## config.mk

```make
export PLATFORM = sky130hd
export DESIGN_NAME = tf_sched
export DESIGN_NICKNAME = d
export VERILOG_FILES = /design/src/rtl/tf_pkg.sv /design/src/rtl/tf_addr_gen.sv /design/src/rtl/tf_sched.sv
export SDC_FILE = /design/constraint.sdc
export NUM_CORES = 1
export LEC_CHECK = 0
export CORE_MARGIN = 4
export CORE_UTILIZATION = 25
export DETAILED_ROUTE_END_ITERATION = 10
export PLACE_DENSITY = 0.42
export RECOVER_POWER = 100
export SYNTH_ARGS = -nofsm -noshare
export SYNTH_HDL_FRONTEND = slang
export SYNTH_SLANG_ARGS = --single-unit
```

## constraint.sdc

```tcl
create_clock -name clk -period 3.2 [get_ports clk]
set_input_delay 0.48 -clock clk [delete_from_list [all_inputs] [get_ports clk]]
set_output_delay 0.48 -clock clk [all_outputs]
set_load 0.05 [all_outputs]
```

## src/rtl/tf_pkg.sv

```systemverilog
// tf_pkg -- shared definitions for the twiddle-factor request scheduler.
//   CONF_NTT / CONF_INTT : legal mode codes sampled with start
//   TF_MODULUS           : modulus used by the downstream twiddle post-processor
//   state_t              : scheduler FSM encoding (also driven on dbg_state)
//   conf_legal()         : true when a conf code selects a supported mode
package tf_pkg;

    localparam logic [2:0] CONF_NTT  = 3'b001;
    localparam logic [2:0] CONF_INTT = 3'b011;

    localparam int unsigned TF_MODULUS = 3329;

    typedef enum logic [1:0] {
        ST_IDLE  = 2'd0,
        ST_RUN   = 2'd1,
        ST_DRAIN = 2'd2
    } state_t;

    function automatic logic conf_legal(input logic [2:0] c);
        return (c == CONF_NTT) || (c == CONF_INTT);
    endfunction

endpackage

```

## src/rtl/tf_addr_gen.sv

```systemverilog
// tf_addr_gen -- stage/index counters and twiddle address generation.
//   clk, rst     : clock, asynchronous active-high reset
//   i_load       : begin a pass (s=0, k=0), latch i_load_intt as the mode
//   i_load_intt  : mode presented with i_load (1 = INTT)
//   i_adv        : current request accepted, move to the next (s,k)
//   i_clr        : drop the pass, counters and outputs back to zero
//   o_addr       : registered twiddle address 2^s + (k >> (LOG_N-1-s))
//   o_flag       : registered INTT pass-through flag, aligned with o_addr
//   o_last       : the request currently presented is the last of the pass
module tf_addr_gen
    import tf_pkg::*;
#(
    parameter int LOG_N  = 8,
    parameter int ADDR_W = LOG_N
) (
    input  logic              clk,
    input  logic              rst,
    input  logic              i_load,
    input  logic              i_load_intt,
    input  logic              i_adv,
    input  logic              i_clr,
    output logic [ADDR_W-1:0] o_addr,
    output logic              o_flag,
    output logic              o_last
);

    localparam int KW = LOG_N - 1;   // k spans 0..N/2-1
    localparam int SW = 4;           // s spans 0..LOG_N-1 with LOG_N <= 12

    localparam logic [KW-1:0] K_MAX = '1;
    localparam logic [SW-1:0] S_MAX = SW'(LOG_N - 1);

    logic [SW-1:0]     r_s;
    logic [KW-1:0]     r_k;
    logic              r_intt;
    logic [ADDR_W-1:0] r_addr;
    logic              r_flag;

    logic              w_k_last;
    logic              w_s_last;
    logic [SW-1:0]     w_s_sel;
    logic [KW-1:0]     w_k_sel;
    logic              w_intt_sel;
    logic [LOG_N-1:0]  w_off;
    logic [LOG_N-1:0]  w_full;
    logic              w_flag;

    // k >> (LOG_N-1-s); past the final stage the value is meaningless
    // (the pass is being cleared), so return zero rather than shift by a
    // negative amount.
    function automatic logic [LOG_N-1:0] calc_off(input logic [SW-1:0] s,
                                                   input logic [KW-1:0] k);
        logic [SW-1:0] sh;
        if (s > S_MAX) begin
            return '0;
        end
        sh = S_MAX - s;
        return LOG_N'(k >> sh);
    endfunction

    // Outputs are registered, so the address of the *next* request is
    // computed here and loaded on start or accept.
    always_comb begin
        w_k_last = (r_k == K_MAX);
        w_s_last = (r_s == S_MAX);
        if (i_load) begin
            w_s_sel    = '0;
            w_k_sel    = '0;
            w_intt_sel = i_load_intt;
        end else begin
            w_k_sel    = w_k_last ? '0 : r_k + 1'b1;
            w_s_sel    = w_k_last ? r_s + 1'b1 : r_s;
            w_intt_sel = r_intt;
        end
        w_off  = calc_off(w_s_sel, w_k_sel);
        w_full = (LOG_N'(1) << w_s_sel) + w_off;
        w_flag = w_intt_sel & (w_off == '0);
    end

    always_ff @(posedge clk or posedge rst) begin
        if (rst) begin
            r_s    <= '0;
            r_k    <= '0;
            r_intt <= 1'b0;
            r_addr <= '0;
            r_flag <= 1'b0;
        end else if (i_clr) begin
            r_s    <= '0;
            r_k    <= '0;
            r_intt <= 1'b0;
            r_addr <= '0;
            r_flag <= 1'b0;
        end else if (i_load || i_adv) begin
            r_s    <= w_s_sel;
            r_k    <= w_k_sel;
            r_intt <= w_intt_sel;
            r_addr <= ADDR_W'(w_full);
            r_flag <= w_flag;
        end
    end

    assign o_addr = r_addr;
    assign o_flag = r_flag;
    assign o_last = w_k_last & w_s_last;

endmodule

```

## src/rtl/tf_sched.sv

```systemverilog
// tf_sched -- twiddle-factor request scheduler for an NTT/INTT pass.
//   clk, rst    : clock, asynchronous active-high reset
//   start, conf : start a pass in IDLE; conf selects NTT (001) or INTT (011)
//   abort       : synchronous cancel of the pass in progress
//   out_ready   : downstream accepts a request this cycle
//   tf_valid    : tf_addr / proc_flag carry a request
//   tf_addr     : twiddle ROM address
//   proc_flag   : INTT pass-through select, aligned with tf_addr
//   busy        : pass in progress (RUN or DRAIN)
//   done        : one-cycle completion pulse, second DRAIN cycle
//   err         : one-cycle pulse after start with an unsupported conf
//   dbg_state   : current FSM state
//
// Handshake: a request transfers on a rising edge where tf_valid=1 and
// out_ready=1. While out_ready=0 the presented request (valid, address,
// flag) is held unchanged; tf_valid never drops without a transfer except
// on abort or reset.
module tf_sched
    import tf_pkg::*;
#(
    parameter int LOG_N  = 8,
    parameter int ADDR_W = LOG_N
) (
    input  logic              clk,
    input  logic              rst,
    input  logic              start,
    input  logic [2:0]        conf,
    input  logic              abort,
    input  logic              out_ready,
    output logic              tf_valid,
    output logic [ADDR_W-1:0] tf_addr,
    output logic              proc_flag,
    output logic              busy,
    output logic              done,
    output logic              err,
    output logic [1:0]        dbg_state
);

    state_t r_state;
    state_t w_state_nxt;
    logic   r_drain_cnt;
    logic   w_drain_cnt_nxt;
    logic   r_valid;
    logic   r_busy;
    logic   r_done;
    logic   r_err;

    logic   w_accept;
    logic   w_last;
    logic   w_load;
    logic   w_adv;
    logic   w_clr;
    logic   w_done_nxt;
    logic   w_err_nxt;

    tf_addr_gen #(
        .LOG_N  (LOG_N),
        .ADDR_W (ADDR_W)
    ) u_addr_gen (
        .clk         (clk),
        .rst         (rst),
        .i_load      (w_load),
        .i_load_intt (conf == CONF_INTT),
        .i_adv       (w_adv),
        .i_clr       (w_clr),
        .o_addr      (tf_addr),
        .o_flag      (proc_flag),
        .o_last      (w_last)
    );

    always_ff @(posedge clk or posedge rst) begin
        if (rst) begin
            r_state     <= ST_IDLE;
            r_drain_cnt <= 1'b0;
            r_valid     <= 1'b0;
            r_busy      <= 1'b0;
            r_done      <= 1'b0;
            r_err       <= 1'b0;
        end else begin
            r_state     <= w_state_nxt;
            r_drain_cnt <= w_drain_cnt_nxt;
            r_valid     <= (w_state_nxt == ST_RUN);
            r_busy      <= (w_state_nxt != ST_IDLE);
            r_done      <= w_done_nxt;
            r_err       <= w_err_nxt;
        end
    end

    always_comb begin
        w_state_nxt     = r_state;
        w_drain_cnt_nxt = r_drain_cnt;
        w_load          = 1'b0;
        w_adv           = 1'b0;
        w_clr           = 1'b0;
        w_done_nxt      = 1'b0;
        w_err_nxt       = 1'b0;
        w_accept        = r_valid & out_ready;

        case (r_state)
            ST_IDLE: begin
                // abort in the same cycle drops the start entirely
                if (start && !abort) begin
                    if (conf_legal(conf)) begin
                        w_state_nxt = ST_RUN;
                        w_load      = 1'b1;
                    end else begin
                        w_err_nxt = 1'b1;
                    end
                end
            end
            ST_RUN: begin
                if (abort) begin
                    w_state_nxt = ST_IDLE;
                    w_clr       = 1'b1;
                end else if (w_accept) begin
                    if (w_last) begin
                        w_state_nxt     = ST_DRAIN;
                        w_drain_cnt_nxt = 1'b0;
                        w_clr           = 1'b1;
                    end else begin
                        w_adv = 1'b1;
                    end
                end
            end
            ST_DRAIN: begin
                // Two cycles cover the ROM read and post-processor latency;
                // done is registered so it lands in the second one.
                if (abort) begin
                    w_state_nxt     = ST_IDLE;
                    w_drain_cnt_nxt = 1'b0;
                end else if (!r_drain_cnt) begin
                    w_drain_cnt_nxt = 1'b1;
                    w_done_nxt      = 1'b1;
                end else begin
                    w_state_nxt     = ST_IDLE;
                    w_drain_cnt_nxt = 1'b0;
                end
            end
            default: begin
                w_state_nxt     = ST_IDLE;
                w_drain_cnt_nxt = 1'b0;
            end
        endcase
    end

    assign tf_valid  = r_valid;
    assign busy      = r_busy;
    assign done      = r_done;
    assign err       = r_err;
    assign dbg_state = r_state;

endmodule

```

== Word level (Yosys, flattened, before mapping) ==
Index checks and enable logic that the tools add are counted.
Widths: inputs -> output; s select.
Storage, ports and cells
  register bits after elaboration: 28
  word-level logic and storage cells: 88
  output and inout bits: 15
  bits of input ports: 8
Cells by class
  muxes and demuxes: 47
  reduce and logical (&&, ||, !) cells: 9
  bitwise gates (word level): 4
  eq/ne operators: 10
  add/sub/neg operators: 4
  shifts and indexed selects: 2
  $lt $le $gt $ge: 1
Operators by type and width (count)
  $mux 8: 4
  $mux 7: 4
  $mux 1: 26
  $mux 4: 4
  $mux 2: 7
  $add 8x8->8: 1
  $logic_not 8->1: 1
  $shl 1x4->8 const A: 1
  $shr 7x4->8: 1
  $add 7x1->7 const B: 1
  $eq 7x7->1 const B: 1
  $pmux 2 s3: 1
  $add 4x1->4 const B: 1
  $eq 2x1->1 const B: 2
  $eq 4x3->1 const B: 1
  $gt 4x3->1 const B: 1
  $ne 2x2->1 const B: 2
  $reduce_and 4->1: 1
  $reduce_bool 2->1: 2
  $sub 3x4->4 const A: 1
  $and 1x1->1: 3
  $eq 3x1->1 const B: 1
  $eq 3x2->1 const B: 1
  $pmux 1 s3: 1
  7 further kinds: 8

== Depth between registers and ports, before layout ==
Gate-level depths: netlist of the first run.
  depth after elaboration: 13
  mapped depth: 19
  mapped depth without buffers: 18

== Cells and area by module ==
From an unflattened synthesis of the first run, not the netlist that was laid out.
Second synthesis, totals
  cells, all modules: 264
  area total of the unflattened synthesis: 2213.4 um^2
Modules (own cells, without submodules)
  tf_addr_gen: area an instance 1869.3 um^2, cells each 232, sequential area each 525.5 um^2, times used 1
  tf_sched: area an instance 344.1 um^2, cells each 32, sequential area each 175.2 um^2, times used 1

== Worst setup path after synthesis of the first run ==
No wires, ideal clock.
  path kind: reg-to-reg
  from: reg r_state[1], in the netlist dbg_state[1]
  to: reg u_addr_gen.r_addr[6], in the netlist u_addr_gen.o_addr[6]
  arrival: 3554 ps
  required time: 3063 ps
  library setup time: 137 ps
  buffers on the path: 2
  cell stages (with the launch flop): 18
  period minus slack after synthesis: 3691 ps
  path slack: -491 ps
  cell sequence: dfrtp_1 -> or4b_4 -> or3b_1 -> buf_6 -> o221ai_1 -> buf_2 -> a211o_1 -> o21ai_0 -> ha_1 -> inv_1 -> fa_1 -> inv_1 -> a21o_1 -> a21oi_1 -> o21bai_1 -> a21oi_1 -> xor2_1 -> o21ai_0
Between the ends
  cells in the longest elaborated chain, start to end: 9
  elaborated cells on any way between the ends: 18
  classes of those cells: add/sub (2); order compare (1); eq/ne (1); shift (2); mux (9); reduce/logical (3)
RTL lines
  start: declaration: line tf_sched.sv:39  | state_t r_state;
  start signal: assignment: line tf_sched.sv:80  | r_state <= w_state_nxt;
  $logic_not 2->1: line tf_sched.sv:99  | case (r_state)
  $mux 1: line tf_sched.sv:99
  $mux 4: line tf_addr_gen.sv:66  | if (i_load) begin
  $sub 3x4->4 / $gt 4x3->1 (equally long branches): line tf_addr_gen.sv:57, tf_addr_gen.sv:54
  $shr 7x4->8 / $mux 1 (equally long branches): line tf_addr_gen.sv:58, tf_addr_gen.sv:54
  $mux 8: line tf_addr_gen.sv:57  | sh = S_MAX - s;
  $add 8x8->8: line tf_addr_gen.sv:76  | w_full = (LOG_N'(1) << w_s_sel) + w_off;
  $mux 8: line tf_addr_gen.sv:93  | end else if (i_load || i_adv) begin
  $mux 8: line tf_addr_gen.sv:87  | end else if (i_clr) begin
  end signal: assignment: line tf_addr_gen.sv:97  | r_addr <= ADDR_W'(w_full);
  end: declaration: line tf_addr_gen.sv:36  | logic [ADDR_W-1:0] r_addr;
Several ways; a longest one is shown, not always the timed one. The select of a mux whose other input is x is not followed.
A chain may end at the register's enable or synchronous reset.

== Final worst setup path of the first run ==
  from: reg r_state[0], in the netlist dbg_state[0]
  to: reg u_addr_gen.r_addr[6], in the netlist u_addr_gen.o_addr[6]
Same word-level chain as after synthesis.

==> results of run 1 <==
==> kinds of logic after synthesis <==
family          Yosys count  share of synthesized area
xor+xnor                 12                    0.04994
fa+ha+maj                10                    0.06302
mux                       2                   0.009513
simple gates             96                     0.2235
flops                    28                     0.3329
buf+inv                  25                    0.05232
compound gates           80                     0.2687
==> power by group <==
part	internal [mW]	total (mW)	leakage (nW)	switching [mW]
clock network	0.168	0.305	0.0357	0.137
registers	0.369	0.377	0.377	0.00819
logic	0.0825	0.210	0.987	0.127
==> how the worst max path moves through the flow <==
stage / to / slack (ns) / cells past startpoint
after floorplan: u_addr_gen.o_addr[6] / -0.18 / 17
after global placement: u_addr_gen.o_addr[6] / -0.71 / 18
after detailed placement: u_addr_gen.o_addr[6] / -0.76 / 18
after CTS: u_addr_gen.o_addr[6] / -0.17 / 17
after global routing: u_addr_gen.o_addr[7] / -0.38 / 15
final: u_addr_gen.o_addr[6] / -0.18 / 17
==> routing by layer <==
metal	GRT usage	vias to the layer above	share of wire
met5	0	-	0
met4	0.03782	0	0.019
met3	0.02595	12	0.043
met2	0.2232	43	0.46
met1	0.1926	990	0.48
li1	-	1081	-
==> worst max-delay path: stages (launching register included) <==
cell      delay (ns)
dfrtp_2         0.42
or4b_4          0.56
or3b_1          0.41
buf_6           0.16
buf_4           0.14
buf_4           0.13
and2_4          0.14
nor2_4          0.09
ha_4            0.14
inv_2           0.04
fa_2            0.35
inv_2           0.05
a21o_1          0.11
a21oi_2         0.06
o21bai_1        0.13
a21oi_1         0.09
xor2_1          0.17
o21ai_1         0.07
==> state kept, by name, summed over array words and instances (netlist names) <==
| register | cells |
|---|---|
| busy | 1 |
| dbg_state | 2 |
| done | 1 |
| err | 1 |
| r_drain_cnt | 1 |
| tf_valid | 1 |
| u_addr_gen.o_addr | 8 |
| u_addr_gen.o_flag | 1 |
| u_addr_gen.r_intt | 1 |
| u_addr_gen.r_k | 7 |
| u_addr_gen.r_s | 4 |
==> layout make-up <==
type                       instances  area, sq um
fill                             853         5132
tap                              105        131.4
timing repair buffer              92        732.0
sequential                        28        703.2
inverter                          12        45.04
multi-input combinational        200         1401
clock buffer                       3        41.29
clock inverter                     1        30.03
==> stage by stage <==
stage | utilization | instances | setup TNS, ns
5_1_grt | 0.3754 | 441 | -1.471
6_report | 0.3754 | 441 | -0.6379
2_1_floorplan | - | 253 | -0.3976
3_3_place_gp | 0.3563 | 431 | -3.723
3_5_place_dp | 0.3563 | 431 | -4.049
4_1_cts | 0.3706 | 438 | -0.5552
==> repair_timing <==
item                       4_1_cts  5_1_grt
hold buffers                     0        0
gates resized for setup          8       10
pin swaps                       10       13
setup endpoints to repair        7        5
buffers inserted                 3        3
==> synthesized netlist by cell type (2+ instances only) <==
| cell | count | area, sq um |
|---|---|---|
| o21bai_1 | 2 | 15.01 |
| o221ai_1 | 2 | 17.52 |
| and3_1 | 3 | 18.77 |
| nand2_1 | 22 | 82.58 |
| xnor2_1 | 6 | 52.55 |
| nand2b_1 | 3 | 18.77 |
| o31ai_1 | 5 | 37.54 |
| mux2i_1 | 2 | 20.02 |
| nor2b_1 | 2 | 12.51 |
| ha_1 | 9 | 112.6 |
| nor4_1 | 2 | 12.51 |
| nor3_1 | 7 | 35.03 |
| o21ai_0 | 23 | 115.1 |
| a21o_1 | 5 | 37.54 |
| clkbuf_1 | 6 | 22.52 |
| nor2_1 | 30 | 112.6 |
| xor2_1 | 6 | 52.55 |
| a221o_1 | 2 | 20.02 |
| or2_2 | 3 | 18.77 |
| a31oi_1 | 4 | 25.02 |
| nand3_1 | 12 | 60.06 |
| buf_2 | 4 | 20.02 |
| inv_1 | 11 | 41.29 |
| or2b_1 | 2 | 15.01 |
| and2_1 | 3 | 18.77 |
| a21oi_1 | 15 | 75.07 |
| a22o_1 | 3 | 26.28 |
| dfrtp_1 | 28 | 700.7 |
| o21ai_4 | 2 | 32.53 |
==> parameters.txt, run 1 <==
Parameter                              Value

Status
  Outcome ... finished with violations
  Violations in the final reports ... capacitance limit, setup timing

Routing
  Final antenna-violating net count ... 0
  Vias per std cell ... just under 5
  Number of detailed-routing iterations run before antenna repair ... 4
  Average detailed-routed wire length per instance ... 14.99 um
  Number of remaining DRC errors ... 0
  Wirelength, routed ... 6610 um
  Vias ... between 2000 and 2500
  Initial detailed-routing violation count ... ~150

Critical path
  Reg2Reg Depth ... 17
  Source of the critical timing path ... dbg_state[0]
  Data required time of the worst path ... 3.37 ns
  Endpoint kind of the worst setup timing path ... register
  Startpoint type of the worst setup path ... register
  Worst setup slack for register-to-register paths ... -0.18 ns
  Critical path fanouts, max ... 7
  WS Path Type ... reg -> reg
  FF-to-FF Start ... dbg_state[0]
  WP data arrival ... 3.55 ns
  Capturing point of the worst reg2reg path ... u_addr_gen.o_addr[6]

Clock tree
  Clock Tree Buf Depth ... 2
  Clock insertion delay at the later pin of the skew report ... ~0.3 ns
  Number of buffers created by CTS ... 3
  Buffer type at the clock tree root ... clkbuf_8
  H-tree lvl count ... 1
  CTS tree ... done
  Clock Sink Count ... 28
  Clock-pin slew on the worst setup and hold paths ... roughly 0.12 ns

Worst hold path
  Worst min-delay path startpoint ... u_addr_gen.r_intt
  Class of the tightest hold or removal check ... reg -> reg
  Hold Path End ... u_addr_gen.r_intt
  Worst hold path depth ... 2

Power and ir drop
  Total design power ... roughly 890 uW
  Maximum resistive drop on vdd ... 0.0002101 V
  Power density normalized to cell area ... around 290 nW/um^2
  Lkg Pwr ... roughly 1.4 nW

Timing
  Fin Hold WS ... around 0.5 ns
  Final WS setup ... -0.1795 ns
  Max-Slew Margin vs Limit ... 0.004786
  Slew at the pin closest to its max-slew limit ... 1.487 ns
  RSZ-0062 raised after global routing ... true
  Clock skew after layout ... 0.008498 ns
  Min cycle time layout ... 3.380 ns
  Period utilisation layout ... 1.056
  Final number of hold-violating endpoints ... 0
  F_max ... around 300 MHz
  Pins Over Slew Limit ... 0
  Final setup violating endpoints ... 4

Synth
  Yosys warnings ... 0
  Post-synth ARST share ... 1.000
  Top_reg_cell synth ... dfrtp_1
  Count of mapped cells out of synthesis ... between 200 and 300
  Syn_nets ... 271
  Unique masters post-synth ... a little under 60
  Sequential area share after synthesis ... 0.3329
  FF+latch count, synth ... 28
  Post-synthesis area per instance ... 8.318 sq um
  Post-synthesis instance area ... around 2100 sq um
  Count of flip-flops with a built-in enable after synthesis ... 0

Die
  Placeable core region ... around 8200 sq um
  Starting utilization of the core area ... 0.2561
  Die width ... about 100 um
  Site Rows ... 33
  Number of ports placed on the die boundary ... 23
  Die height ... around 100 um
  Die footprint ... around 10000 sq um

Layout
  Share of final-layout standard cells stronger than drive strength 1 ... 0.2917
  Fin area ... about 3100 sq um
  Final-stage net count ... ~360
  Synthesis-to-finish area growth ... 46.55%
  Antenna diodes ... 0
  Most frequent cells in the layout ... buf_4, nor2_1, dfrtp_1, nand2_1, o21ai_0
  Commonest non-fill, non-tap cell in the layout ... buf_4

Placement
  Worst setup slack after placement ... -0.7635 ns
  RD Place Congestion ... slightly above 0.8
  # port buffers ... 22
  Total placed instance area ... 2928 sq um
  Hpwl dp ... between 5000 and 6000 um

Global routing
  Number of antenna violations at the first check in global routing ... 0
  Total global routing track utilization ... 0.1397
  Number of global-route vias before repair ... ~2200
  Largest net degree at the start of global routing ... 21
  First-pass GRT wire length ... 11030 um
  Remaining Overflow, GRT ... 0

Run
  Number of maximum-capacitance violations ... 1
No activity file was read; power rests on OpenSTA's default activity.
==> run 2: changes to the inputs <==
Clock period 3.2 ns to 2.9 ns, I/O delays scaled along.
==> run 2 against run 1 <==
  * Highest routed layer unchanged
  * Wire length is 3.6% higher
  * The run ends with setup timing left
  * First-iteration DRC count is 29% lower
  * Setup slack worse by 0.27 ns
  * Critical path depth stayed put
  * Clock skew is 0.00059 ns higher
  * Critical endpoint unchanged
==> parameters.txt, run 2 (synthesized netlist as in run 1, its figures left out) <==
Parameter                              Value

Die
  Number of ports placed on the die boundary ... 23
  Die width ... around 100 um
  Die height ... ~100 um
  Placeable core region ... roughly 8200 sq um
  Site Rows ... 33
  Die footprint ... roughly 10000 sq um
  Starting utilization of the core area ... 0.2561

Clock tree
  Clock Tree Buf Depth ... 2
  Buffer type at the clock tree root ... clkbuf_8
  Number of buffers created by CTS ... 3
  H-tree lvl count ... 1
  Clock insertion delay at the later pin of the skew report ... ~0.30 ns
  Clock Sink Count ... 28
  CTS tree ... done
  Clock-pin slew on the worst setup and hold paths ... about 0.12 ns

Timing
  Max-Slew Margin vs Limit ... 0.4605
  Period utilisation layout ... 1.154
  Final setup violating endpoints ... 6
  Final number of hold-violating endpoints ... 0
  RSZ-0062 raised after global routing ... true
  Slew at the pin closest to its max-slew limit ... just over 0.8 ns
  F_max ... 298.9 MHz
  Final WS setup ... -0.4454 ns
  Clock skew after layout ... between 0.009 and 0.01 ns
  Total Neg Setup Slack ... -1.979 ns
  Min cycle time layout ... between 3 and 4 ns
  Fin Hold WS ... approximately 0.5 ns
  Pins Over Slew Limit ... 0

Placement
  Worst setup slack after placement ... -0.9980 ns
  Total placed instance area ... 3075 sq um
  RD Place Congestion ... around 0.86
  # port buffers ... 22
  Hpwl dp ... about 5300 um
  Placed Cells incl. Taps ... about 450

Layout
  Share of final-layout standard cells stronger than drive strength 1 ... 0.3499
  Synthesis-to-finish area growth ... 56.06%
  Core Util, Final ... 0.3997
  Most frequent cells in the layout ... buf_4, nor2_1, dfrtp_1, nand2_1, o21ai_0
  Final-stage net count ... around 380
  Largest register FFs ... 8
  Antenna diodes ... 0
  Commonest non-fill, non-tap cell in the layout ... buf_4
  Filler-free cell count of the finished design ... 468
  Fin area ... approximately 3300 sq um

Power and ir drop
  Lkg Pwr ... between 1.5 and 2 nW
  Maximum resistive drop on vdd ... 0.0001482 V
  Total design power ... between 1 and 1.5 mW
  Power density normalized to cell area ... just over 300 nW/um^2

Global routing
  First-pass GRT wire length ... ~12000 um
  Remaining Overflow, GRT ... 0
  Largest net degree at the start of global routing ... 19
  Number of antenna violations at the first check in global routing ... 0
  Number of global-route vias before repair ... between 2000 and 2500
  Total global routing track utilization ... 0.1448

Critical path
  Startpoint type of the worst setup path ... register
  Data required time of the worst path ... 3.07 ns
  WS Path Type ... reg -> reg
  Worst setup slack for register-to-register paths ... -0.45 ns
  Endpoint kind of the worst setup timing path ... register
  Critical path fanouts, max ... 4
  WP data arrival ... approximately 3.5 ns

Routing
  Number of remaining DRC errors ... 0
  Average detailed-routed wire length per instance ... around 15 um
  Initial detailed-routing violation count ... between 100 and 150
  Number of detailed-routing iterations run before antenna repair ... 4
  Vias per std cell ... ~4.8
  Wirelength, routed ... approximately 6900 um
  Final antenna-violating net count ... 0
  Vias ... between 2000 and 2500

Status
  Violations in the final reports ... setup timing
  Outcome ... finished with violations

Worst hold path
  Class of the tightest hold or removal check ... reg -> reg

Run
  Number of maximum-capacitance violations ... 0
==> run 2: changes by cell type in the layout (fill, tap and decap cells not counted), sizes merged <==
cell,before,now
buf,65,90
clkbuf,8,10
clkdlybuf4s50,3,4
dlygate4sd3,17,16
==> run 2: path summary, 6_finish.rpt <==
kind / from / end / depth (start not counted)
worst max register to register: dbg_state[0] / u_addr_gen.o_addr[6] / 17
max in group asynchronous: rst / u_addr_gen.r_s[1] / 3
worst min-delay path: u_addr_gen.o_addr[5] / u_addr_gen.o_addr[5] / 2
worst max-delay path: dbg_state[0] / u_addr_gen.o_addr[6] / 17
min in group asynchronous: rst / done / 2
worst min register to register: u_addr_gen.o_addr[5] / u_addr_gen.o_addr[5] / 2
==> run 2: timing repair <==
action	4_1_cts	5_1_grt
pin swaps	18	10
hold buffers	0	0
endpoints found under the setup margin	7	7
gates resized for setup	14	8
buffers inserted	5	9
==> run 2: layer usage <==
layer	routed length, um	global-route usage
met4	80	0.02731
met2	3169	0.2432
met1	3374	0.1967
met5	0	0
met3	226	0.02384
==> run 2: worst max-delay path: stages, from the launching register on <==
cell	delay, ns
dfrtp_2	0.42
or4b_4	0.55
buf_6	0.14
nor3b_4	0.26
a21o_1	0.15
nor2_1	0.05
a211o_1	0.25
o21ai_1	0.10
ha_2	0.21
inv_2	0.04
fa_2	0.33
inv_1	0.06
a21o_1	0.12
a21oi_2	0.07
o21bai_1	0.16
a21oi_1	0.10
xor2_1	0.15
o21ai_1	0.07
==> run 2: layout make-up <==
cell class | instances | area [sq um]
Timing Repair Buffer | 119 | 930.9
Sequential cell | 28 | 703.2
Inverter | 12 | 45.04
Clock buffer | 3 | 41.29
Tap cell | 105 | 131.4
Multi-Input combinational cell | 200 | 1403
Clock inverter | 1 | 30.03
Fill cell | 864 | 4932
==> run 2: power breakdown <==
group	internal [mW]	switching, mW	total, mW
Combinational	0.101	0.141	0.242
Sequential	0.407	0.0124	0.420
Clock	0.186	0.154	0.339
==> run 3: changes to the inputs <==
--- a/config.mk
+++ b/config.mk
@@ -12,2 +12,3 @@
 export RECOVER_POWER = 100
+export SLEW_MARGIN = 15
 export SYNTH_ARGS = -nofsm -noshare
==> constraint.sdc (replaced) <==
create_clock -name clk -period 2.9 [get_ports clk]
set_input_delay 0.29 -clock clk [delete_from_list [all_inputs] [get_ports clk]]
set_output_delay 0.29 -clock clk [all_outputs]
set_load 0.05 [all_outputs]
==> run 3 against run 2 <==
  * Register-to-register slack better by 0.07 ns
  * Sequential share of layout area increased by 0.20 points
  * Global-route usage increased by 0.27 points
  * Combinational power grew 2%
  * Critical endpoint unchanged
  * Final cell count fell by 1.9%
  * Design area shrank 0.91%
  * The run ends with capacitance limit, slew limit, setup timing left
  * Flip-flop and latch count unchanged
  * Wire length down 2.1%
  * Critical path depth decreased by 1
  * Sequential power is essentially flat
  * Maximum frequency is 2.2% higher
==> parameters.txt, run 3 (synthesized netlist as in run 1, its figures left out) <==
Parameter                              Value

Status
  Outcome ... finished with violations
  Violations in the final reports ... capacitance limit, slew limit, setup timing

Worst hold path
  Worst min-delay path startpoint ... abort
  Class of the tightest hold or removal check ... in -> reg

Layout
  Commonest non-fill, non-tap cell in the layout ... buf_4
  Largest register FFs ... 8
  Share of final-layout standard cells stronger than drive strength 1 ... 0.3503
  Core Util, Final ... 0.3961
  Antenna diodes ... 0
  Synthesis-to-finish area growth ... 54.64%
  Final-stage net count ... about 370
  Most frequent cells in the layout ... buf_4, nor2_1, dfrtp_1, nand2_1, clkdlybuf4s50_1
  Fin area ... 3254 sq um
  Filler-free cell count of the finished design ... 459

Critical path
  FF-to-FF Start ... dbg_state[0]
  Source of the critical timing path ... dbg_state[0]
  Crit-path leading delay family ... simple AND/OR/NAND/NOR gates
  WS Path Type ... reg -> reg
  Critical path fanouts, max ... 7
  Startpoint type of the worst setup path ... register
  Cell breakdown of the critical path ... or4b_4, or3b_4, o21ai_4, o21ai_4, nand2b_4, nor2_2, ha_2, inv_2, fa_2, inv_2, a21o_1, a21oi_2, o21bai_1, a21oi_1, xor2_1, o21ai_1
  Data required time of the worst path ... about 3.1 ns
  Endpoint kind of the worst setup timing path ... register
  WP data arrival ... about 3.5 ns
  Critical Path Max Stage Delay ... 0.53 ns
  Cell type of the slowest stage on the worst timing path ... or4b_4
  WP buf/inv ... 2

Global routing
  Remaining Overflow, GRT ... 0
  First-pass GRT wire length ... between 10000 and 15000 um
  Total global routing track utilization ... 0.1475
  Number of global-route vias before repair ... between 2000 and 2500
  Largest net degree at the start of global routing ... 29
  Number of antenna violations at the first check in global routing ... 0

Routing
  Wirelength, routed ... ~6700 um
  Vias ... between 2000 and 2500
  Average detailed-routed wire length per instance ... approximately 15 um
  Initial detailed-routing violation count ... 112
  Number of remaining DRC errors ... 0
  Vias per std cell ... between 4 and 5
  Final antenna-violating net count ... 0
  Number of detailed-routing iterations run before antenna repair ... 4

Clock tree
  Number of buffers created by CTS ... 3
  Clock-pin slew on the worst setup and hold paths ... approximately 0.12 ns
  Clock Sink Count ... 28
  Clock Tree Buf Depth ... 2
  Buffer type at the clock tree root ... clkbuf_8
  H-tree lvl count ... 1
  CTS tree ... done
  Clock insertion delay at the later pin of the skew report ... ~0.30 ns
  CTS Hold Bufs ... 0

Power and ir drop
  Lkg Pwr ... about 1.5 nW
  Total design power ... about 1 mW
  Maximum resistive drop on vdd ... roughly 0.00021 V
  Power density normalized to cell area ... between 300 and 400 nW/um^2

Die
  Placeable core region ... ~8000 sq um
  Site Rows ... 33
  Die width ... ~100 um
  Number of ports placed on the die boundary ... 23
  Die footprint ... roughly 10000 sq um
  Starting utilization of the core area ... 0.2561
  Die height ... approximately 100 um

Timing
  Min cycle time layout ... ~3.3 ns
  Final number of hold-violating endpoints ... 0
  Final WS setup ... -0.3732 ns
  Slew at the pin closest to its max-slew limit ... ~1.7 ns
  Pins Over Slew Limit ... 29
  Final setup violating endpoints ... 6
  Fin Hold WS ... approximately 0.42 ns
  Period utilisation layout ... 1.129
  Total Neg Setup Slack ... -1.380 ns
  Max-Slew Margin vs Limit ... -0.1086
  Clock skew after layout ... between 0.003 and 0.004 ns
  RSZ-0062 raised after global routing ... true
  F_max ... 305.5 MHz

Placement
  # port buffers ... 22
  Placed Cells incl. Taps ... 449
  Worst setup slack after placement ... -0.7881 ns
  Hpwl dp ... 5056 um
  Total placed instance area ... between 3000 and 4000 sq um
  RD Place Congestion ... ~0.83

Run
  Number of maximum-capacitance violations ... 1
-- run 3: layer usage --
metal  track usage  part of all wire
met4       0.03151            0.0088
met2        0.2386              0.47
met3       0.02454             0.030
met1        0.2063              0.49
met5             0                 0
-- run 3: tightest hold or removal path, delay by kind of cell --
family | cells | cell delay, ns
buffers and inverters | 2 | 0.36
AND/OR/NAND/NOR | 1 | 0.05
-- run 3: final timing paths --
kind                            cells past startpoint                   end  slack [ns]
worst min-delay path                                3                  done        0.42
worst max-delay path                               16  u_addr_gen.o_addr[6]       -0.37
max in group asynchronous                           3          dbg_state[0]        0.83
min in group asynchronous                           3     u_addr_gen.r_k[6]        1.00
worst max register to register                     16  u_addr_gen.o_addr[6]       -0.37
worst min register to register                      2     u_addr_gen.r_intt        0.50
-- run 3: repair_timing --
item | CTS | global route
setup buffers | 6 | 1
pin swaps | 15 | 7
gates cloned | 0 | 0
setup endpoints to repair | 7 | 7
gates resized for setup | 16 | 11
-- run 3: where the power goes --
part           total (mW)  switching (mW)  internal [mW]
clock               0.341           0.155          0.186
sequential          0.417         0.00944          0.407
combinational       0.247           0.141          0.106
-- run 3: area by class of cell --
class / instances / area, sq um
inverter: 12 / 45.04
multi-input combinational: 200 / 1424
timing repair buffer: 110 / 879.6
tap: 105 / 131.4
clock inverter: 1 / 30.03
sequential: 28 / 703.2
clock buffer: 3 / 41.29
fill: 856 / 4962
